===== config.mk =====
export PLATFORM = sky130hd
export DESIGN_NAME = pat_match
export DESIGN_NICKNAME = d
export VERILOG_FILES = /design/src/rtl/pat_match_pkg.sv /design/src/rtl/pat_match_cnt.sv /design/src/rtl/pat_match.sv
export SDC_FILE = /design/constraint.sdc
export NUM_CORES = 1
export LEC_CHECK = 0
export ABC_AREA = 0
export CAP_MARGIN = 20
export CORE_ASPECT_RATIO = 0.6
export CORE_MARGIN = 3
export CORE_UTILIZATION = 35
export CTS_CLUSTER_DIAMETER = 200
export CTS_CLUSTER_SIZE = 30
export DETAILED_ROUTE_END_ITERATION = 6
export GPL_TIMING_DRIVEN = 0
export PLACE_DENSITY = 0.64
export SLEW_MARGIN = 15
export SYNTH_ARGS = -nofsm -noshare
export SYNTH_HDL_FRONTEND = slang
export SYNTH_SLANG_ARGS = --single-unit

===== constraint.sdc =====
create_clock -name clk -period 3.6 [get_ports clk]
set_clock_uncertainty 0.1 [all_clocks]
set_input_delay 0.72 -clock clk [delete_from_list [all_inputs] [get_ports clk]]
set_output_delay 0.72 -clock clk [all_outputs]
set_load 0.02 [all_outputs]

===== src/rtl/pat_match_pkg.sv =====
// Shared types and default sizing for the serial pattern matcher.
package pat_match_pkg;

    typedef enum logic {
        IDLE = 1'b0,
        RUN  = 1'b1
    } state_t;

    localparam int DEF_PAT_W = 8;
    localparam int DEF_CNT_W = 8;

endpackage


===== src/rtl/pat_match_cnt.sv =====
// Saturating match counter; a clear that lands on an increment leaves a count of one.
module pat_match_cnt #(
    parameter int CNT_W = 8
) (
    input  logic             clk,
    input  logic             reset,
    input  logic             inc,
    input  logic             clr,
    output logic [CNT_W-1:0] cnt
);

    logic [CNT_W-1:0] r_cnt;

    always_ff @(posedge clk) begin
        if (reset) begin
            r_cnt <= '0;
        end else if (clr) begin
            r_cnt <= inc ? CNT_W'(1) : '0;
        end else if (inc && (r_cnt != '1)) begin
            r_cnt <= r_cnt + CNT_W'(1);
        end
    end

    assign cnt = r_cnt;

endmodule


===== src/rtl/pat_match.sv =====
// Serial bit-stream pattern matcher with programmable length, optional overlap
// and a saturating match counter. The FSM state is visible on armed.
module pat_match
    import pat_match_pkg::*;
#(
    parameter  int PAT_W = DEF_PAT_W,
    parameter  int CNT_W = DEF_CNT_W,
    localparam int LEN_W = $clog2(PAT_W) + 1
) (
    input  logic             clk,
    input  logic             reset,
    input  logic             load,
    input  logic [PAT_W-1:0] pat_in,
    input  logic [LEN_W-1:0] len_in,
    input  logic             valid,
    input  logic             data,
    input  logic             overlap,
    input  logic             cnt_clr,
    output logic             armed,
    output logic             flag,
    output logic [CNT_W-1:0] match_cnt
);

    localparam logic [LEN_W-1:0] PAT_LEN = LEN_W'(PAT_W);

    state_t           r_state;
    state_t           w_state_next;
    logic [PAT_W-1:0] r_pat;
    logic [LEN_W-1:0] r_len;
    logic [PAT_W-1:0] r_hist;
    logic [LEN_W-1:0] r_fill;
    logic             r_flag;

    logic             w_len_legal;
    logic [LEN_W-1:0] w_len_clamped;
    logic             w_consume;
    logic [PAT_W-1:0] w_hist_next;
    logic [LEN_W-1:0] w_fill_inc;
    logic [PAT_W-1:0] w_mask;
    logic             w_match;

    assign w_len_legal   = (len_in >= LEN_W'(2));
    assign w_len_clamped = (len_in > PAT_LEN) ? PAT_LEN : len_in;

    // Stream handshake: data is taken on a rising edge only when valid=1, the
    // matcher is in RUN and no load is pending; there is no back-pressure.
    assign w_consume   = (r_state == RUN) && valid && !load;
    assign w_hist_next = {r_hist[PAT_W-2:0], data};
    assign w_fill_inc  = (r_fill == PAT_LEN) ? r_fill : r_fill + LEN_W'(1);

    always_comb begin
        w_mask = '0;
        for (int i = 0; i < PAT_W; i++) begin
            w_mask[i] = (LEN_W'(i) < r_len);
        end
    end

    assign w_match = w_consume && (w_fill_inc >= r_len) &&
                     (((w_hist_next ^ r_pat) & w_mask) == '0);

    always_ff @(posedge clk) begin
        if (reset) begin
            r_state <= IDLE;
        end else begin
            r_state <= w_state_next;
        end
    end

    always_comb begin
        w_state_next = r_state;
        if (load) begin
            w_state_next = w_len_legal ? RUN : IDLE;
        end
    end

    // A non-overlapping match only zeroes fill; stale history bits stay masked by it.
    always_ff @(posedge clk) begin
        if (reset) begin
            r_pat  <= '0;
            r_len  <= '0;
            r_hist <= '0;
            r_fill <= '0;
            r_flag <= 1'b0;
        end else if (load) begin
            r_pat  <= pat_in;
            r_len  <= w_len_clamped;
            r_hist <= '0;
            r_fill <= '0;
            r_flag <= 1'b0;
        end else begin
            r_flag <= w_match;
            if (w_consume) begin
                r_hist <= w_hist_next;
                r_fill <= (w_match && !overlap) ? '0 : w_fill_inc;
            end
        end
    end

    pat_match_cnt #(
        .CNT_W(CNT_W)
    ) u_cnt (
        .clk  (clk),
        .reset(reset),
        .inc  (w_match),
        .clr  (cnt_clr),
        .cnt  (match_cnt)
    );

    assign armed = (r_state == RUN);
    assign flag  = r_flag;

endmodule


# == Yosys cells after proc, flatten, opt, wreduce, memory -nomap -nowiden ==
# Cells that the tools add are included.
# totals
regBits,33
in_bits,19
out_inout_bits,10
elab_cells,42
# op_classes
n_eq_ne,2
addsub,2
bitwise,2
magnitude_cmp,11
n_mux,7
n_reduce_logical,11
# ops
op,count
$lt 3x4->1 const A,4
$mux 8,2
$mux 4,3
$add 8x1->8 const B,1
$and 8x8->8,1
$logic_not 8->1,1
$lt 1x4->1 const A,2
$lt 2x4->1 const A,2
$ne 8x8->1 const B,1
$xor 8x8->8,1
$logic_and 1x1->1,6
$add 4x1->4 const B,1
$eq 4x4->1 const B,1
$ge 4x2->1 const B,1
$ge 4x4->1,1
$gt 4x4->1 const B,1
$logic_not 1->1,2
$mux 1,2
$reduce_bool 2->1,1
$reduce_or 2->1,1

# == Longest topological paths before layout ==
# logic_depth
word_depth,8
ltp_mapped,12
mapped_depth_nobuf,11

# == By module ==
# A second synthesis with hierarchy kept.
# unflattened
hier_cells,191
area_unflattened_um2,1717.9
# modules_own_cells
mod,cells_per_inst,area_per_inst_um2,n_inst
pat_match,138,1273.7,1
pat_match_cnt,53,444.2,1

# == Least setup slack after synthesis ==
# OpenSTA, ideal clock, no wires.
# synth_timing
path_kind,flip-flop to flip-flop
startpoint,register r_fill[0]
endpoint,register u_cnt.r_cnt[6] (netlist: u_cnt.cnt[6])
path_slack_ns,0.901
stages_incl_launch_ff,12
arrival_ns,2.529
cell_sequence,dfxtp_1 inv_1 ha_1 and3b_1 xnor2_1 ha_1 o21ai_0 a221oi_2 nand4_2 buf_6 or4_1 a21oi_1
# synth_between
elab_chain_len,7
elab_cells_between_ends,8
cone_classes,add/sub (1); order compare (1); eq/ne (1); mux (1); reduce/logical (4)
# synth_rtl
element,line_no,source
from (decl),pat_match.sv:31,logic [LEN_W-1:0] r_fill;
from (signal assigned),pat_match.sv:94,r_fill <= (w_match && !overlap) ? '0 : w_fill_inc;
$add 4x1->4 or $eq 4x4->1 (tied branches),pat_match.sv:49,assign w_fill_inc = (r_fill == PAT_LEN) ? r_fill : r_fill + LEN_W'(1);
$mux 4 *,pat_match.sv:49,
$ge 4x4->1 *,pat_match.sv:58,assign w_match = w_consume && (w_fill_inc >= r_len) &&
$logic_and 1x1->1 * (2 in a row),pat_match.sv:58,
$logic_and 1x1->1 *,pat_match_cnt.sv:19,end else if (inc && (r_cnt != '1)) begin
$reduce_bool 2->1 (no source line) *,-,
to (signal assigned),pat_match_cnt.sv:18,r_cnt <= inc ? CNT_W'(1) : '0;
to (signal assigned),pat_match_cnt.sv:20,r_cnt <= r_cnt + CNT_W'(1);
to (decl),pat_match_cnt.sv:12,logic [CNT_W-1:0] r_cnt;
# Mark *: on every way between the ends. The rest lies on a longest branch, timed or not.
# A chain may end at the register's enable or synchronous reset.

# == Final worst setup path ==
# Ends and elaborated chain as after synthesis.

==> metrics.txt <==
WS Path Type reg -> reg; Worst EP arrival 3.17 ns; EDFF count, synth 0; Syn Area/Cell 8.45 um2; row count 18; commonest non-fill, non-tap cell in the layout dfxtp_1; depth of the CTS H-tree 2; worst hold path type reg -> reg; ys flop type dfxtp_1; crit-path max cell delay 0.46 ns; slowest CP cell or4_1; maximum fanout along the worst path 10; # diodes 0; TritonCTS Sinks 33; Worst IR Drop VDD 0.133 mV; Core ar. 4320 um2; maximum clock rate 0.327 GHz; DP Worst Slack 0.596 ns; worst skew pair latency 0.29 ns; RSZ-0062 raised after global routing false; cts bufs inserted 5; Die Y 59.3 um; WL per Instance 13.5 um; crit path capture type flip-flop; P&R area growth vs syn 27.0%; CTS root buffer clkbuf_8; met1 WL 2.19 mm; MaxCap Viol Count 0; startpoint types flip-flop; initial DRC count 79; post-route ant nets 0; final worst slack 0.544 ns; I/O Pins 29; GP Congestion 0.856; asr flop ratio synth 0%; outcome finished, final reports clean; DRC 0; Post-Syn Area 1660 um2; CTS tree done; slew of the pin with the lowest slew margin 0.735 ns; hold buffer count at cts 0; CP most frequent cell ha_1; crit path cell chain inv_1 > ha_1 > and3b_1 > xnor2_1 > ha_1 > o21ai_0 > a221oi_2 > nand4_2 > buf_6 > or4_1 > a21oi_1; top cell type's share of synthesized area 39.9%; Setup Fix Bufs, Post-CTS 0; Total GRT Usage 14.8%; starting density of the core 38.3%; CTS resizes 0; via count 1,460; initial antenna violation count 0; Synth cell types 37; leading area contributor after synthesis dfxtp_1; pins over their slew limit 0; First-pass DRT Iterations 4; Setup TNS 0 ns; Final HPWL DP 3.00 mm; clk slew on worst S/H paths 0.07 ns; Synth area leaders dfxtp_1 (40%), a21oi_1 (6.3%), mux2i_1 (5.4%); vias in the first global route 1,258; Die Area 5620 um2; pwr/cell area 368 nW/um2; WL final 3.94 mm; Post-Syn Nets 222; Cells after Synth 196; post-synthesis sequential area ratio 39.9%; commonest non-fill, non-tap cells in the layout dfxtp_1 (33), clkdlybuf4s50_1 (27), nand2_1 (21), a21oi_1 (21), nor2_1 (20); max layer used met4; Leakage Power 0.725 nW; YS warnings 0; Max clock buf depth 2; gr ovfl total 0; Slew HR 51.0%; flop2flop setup slack 0.54 ns; Final Net Count 256; wire length on met2 1.39 mm; met3 WL 341 um; PortBufs 27; CP required 3.71 ns; Final Hold Fails 0; Setup violations, final 0; share of cells above drive strength 1 7.36%; crit path time final 3.06 ns; DIE WIDTH 94.8 um; fin crit share 84.9%; first-pass GRT wire length 6.26 mm; Via-to-Cell Ratio 5.02; largest net degree at the start of global routing 11; #FFs+latches synth 33
-- Yosys cell counts (all sizes together) (3+ instances only) --
| cell | instances |
|---|---|
| a21oi | 21 |
| clkbuf | 7 |
| dfxtp | 33 |
| ha | 7 |
| inv | 8 |
| mux2i | 9 |
| nand2 | 21 |
| nand3 | 10 |
| nor2 | 20 |
| nor2b | 3 |
| nor3 | 3 |
| o21ai | 6 |
| o31ai | 5 |
| or2 | 4 |
| or4 | 6 |
| xnor2 | 10 |
-- kinds of logic (layout without fill, tap and decap cells) --
group	count (synthesis)	count (layout)	share of synthesized area, %
AO/OA/AOI/OAI	44	44	16.9
XOR/XNOR	11	11	5.82
flip-flops	33	33	39.9
AND/OR/NAND/NOR	75	75	22.4
buffers and inverters	17	52	4.31
multiplexers	9	9	5.44
adder cells (fa/ha/maj)	7	7	5.29
-- per-layer routing --
metal	track usage, %	vias to the layer above
li1	-	762
met1	23.9	649
met2	17.1	47
met3	4.70	2
met4	5.54	0
met5	0	-
-- sequential cells by signal, summed over array words and instances, names as in the netlist --
| register | cells |
|---|---|
| armed | 1 |
| flag | 1 |
| r_fill | 4 |
| r_hist | 7 |
| r_len | 4 |
| r_pat | 8 |
| u_cnt.cnt | 8 |
-- power breakdown --
group	internal [mW]	switching [mW]	leakage [nW]
logic	0.0430	0.0404	0.402
registers	0.374	0.00816	0.268
clock network	0.173	0.135	0.0542
-- metrics by stage --
stage,util [%],cells,cell area (um2),hold WS [ns],total power [mW]
floorplan,-,196,1660,0.345,0.437
global placement,46.3,283,2000,0.356,0.473
detailed placement,46.3,283,2000,0.371,0.474
CTS,48.6,291,2100,0.381,0.785
global route,48.6,291,2100,0.402,0.811
finish,48.6,291,2100,0.379,0.773
-- final timing paths --
kind         cells past startpoint                   endpoint              startpoint
max                             11  u_cnt.cnt[6]$_SDFFE_PP0P_  r_fill[0]$_SDFFE_PP0P_
min                              2     r_fill[3]$_SDFFE_PP0P_  r_fill[3]$_SDFFE_PP0P_
max reg2reg                     11  u_cnt.cnt[6]$_SDFFE_PP0P_  r_fill[0]$_SDFFE_PP0P_
min reg2reg                      2     r_fill[3]$_SDFFE_PP0P_  r_fill[3]$_SDFFE_PP0P_
-- critical path, delay by kind of cell (launching register included) --
family	cells	cell delay, ns
buffers and inverters	2	0.32
adders and majority gates	2	0.49
and+or+nand+nor	3	0.91
DFF	1	0.42
xor gates and xnor gates	1	0.15
AOI/OAI and AO/OA	3	0.59
-- cell type report --
type | count | area, um2
inverter | 8 | 30.0
sequential | 33 | 661
timing repair buffer | 27 | 270
multi-input combinational | 146 | 925
fill | 437 | 2220
clock inverter | 1 | 5.00
buffer | 9 | 41.3
clock buffer | 7 | 96.3
tap | 60 | 75.1
(Power assumes the default switching activity.)
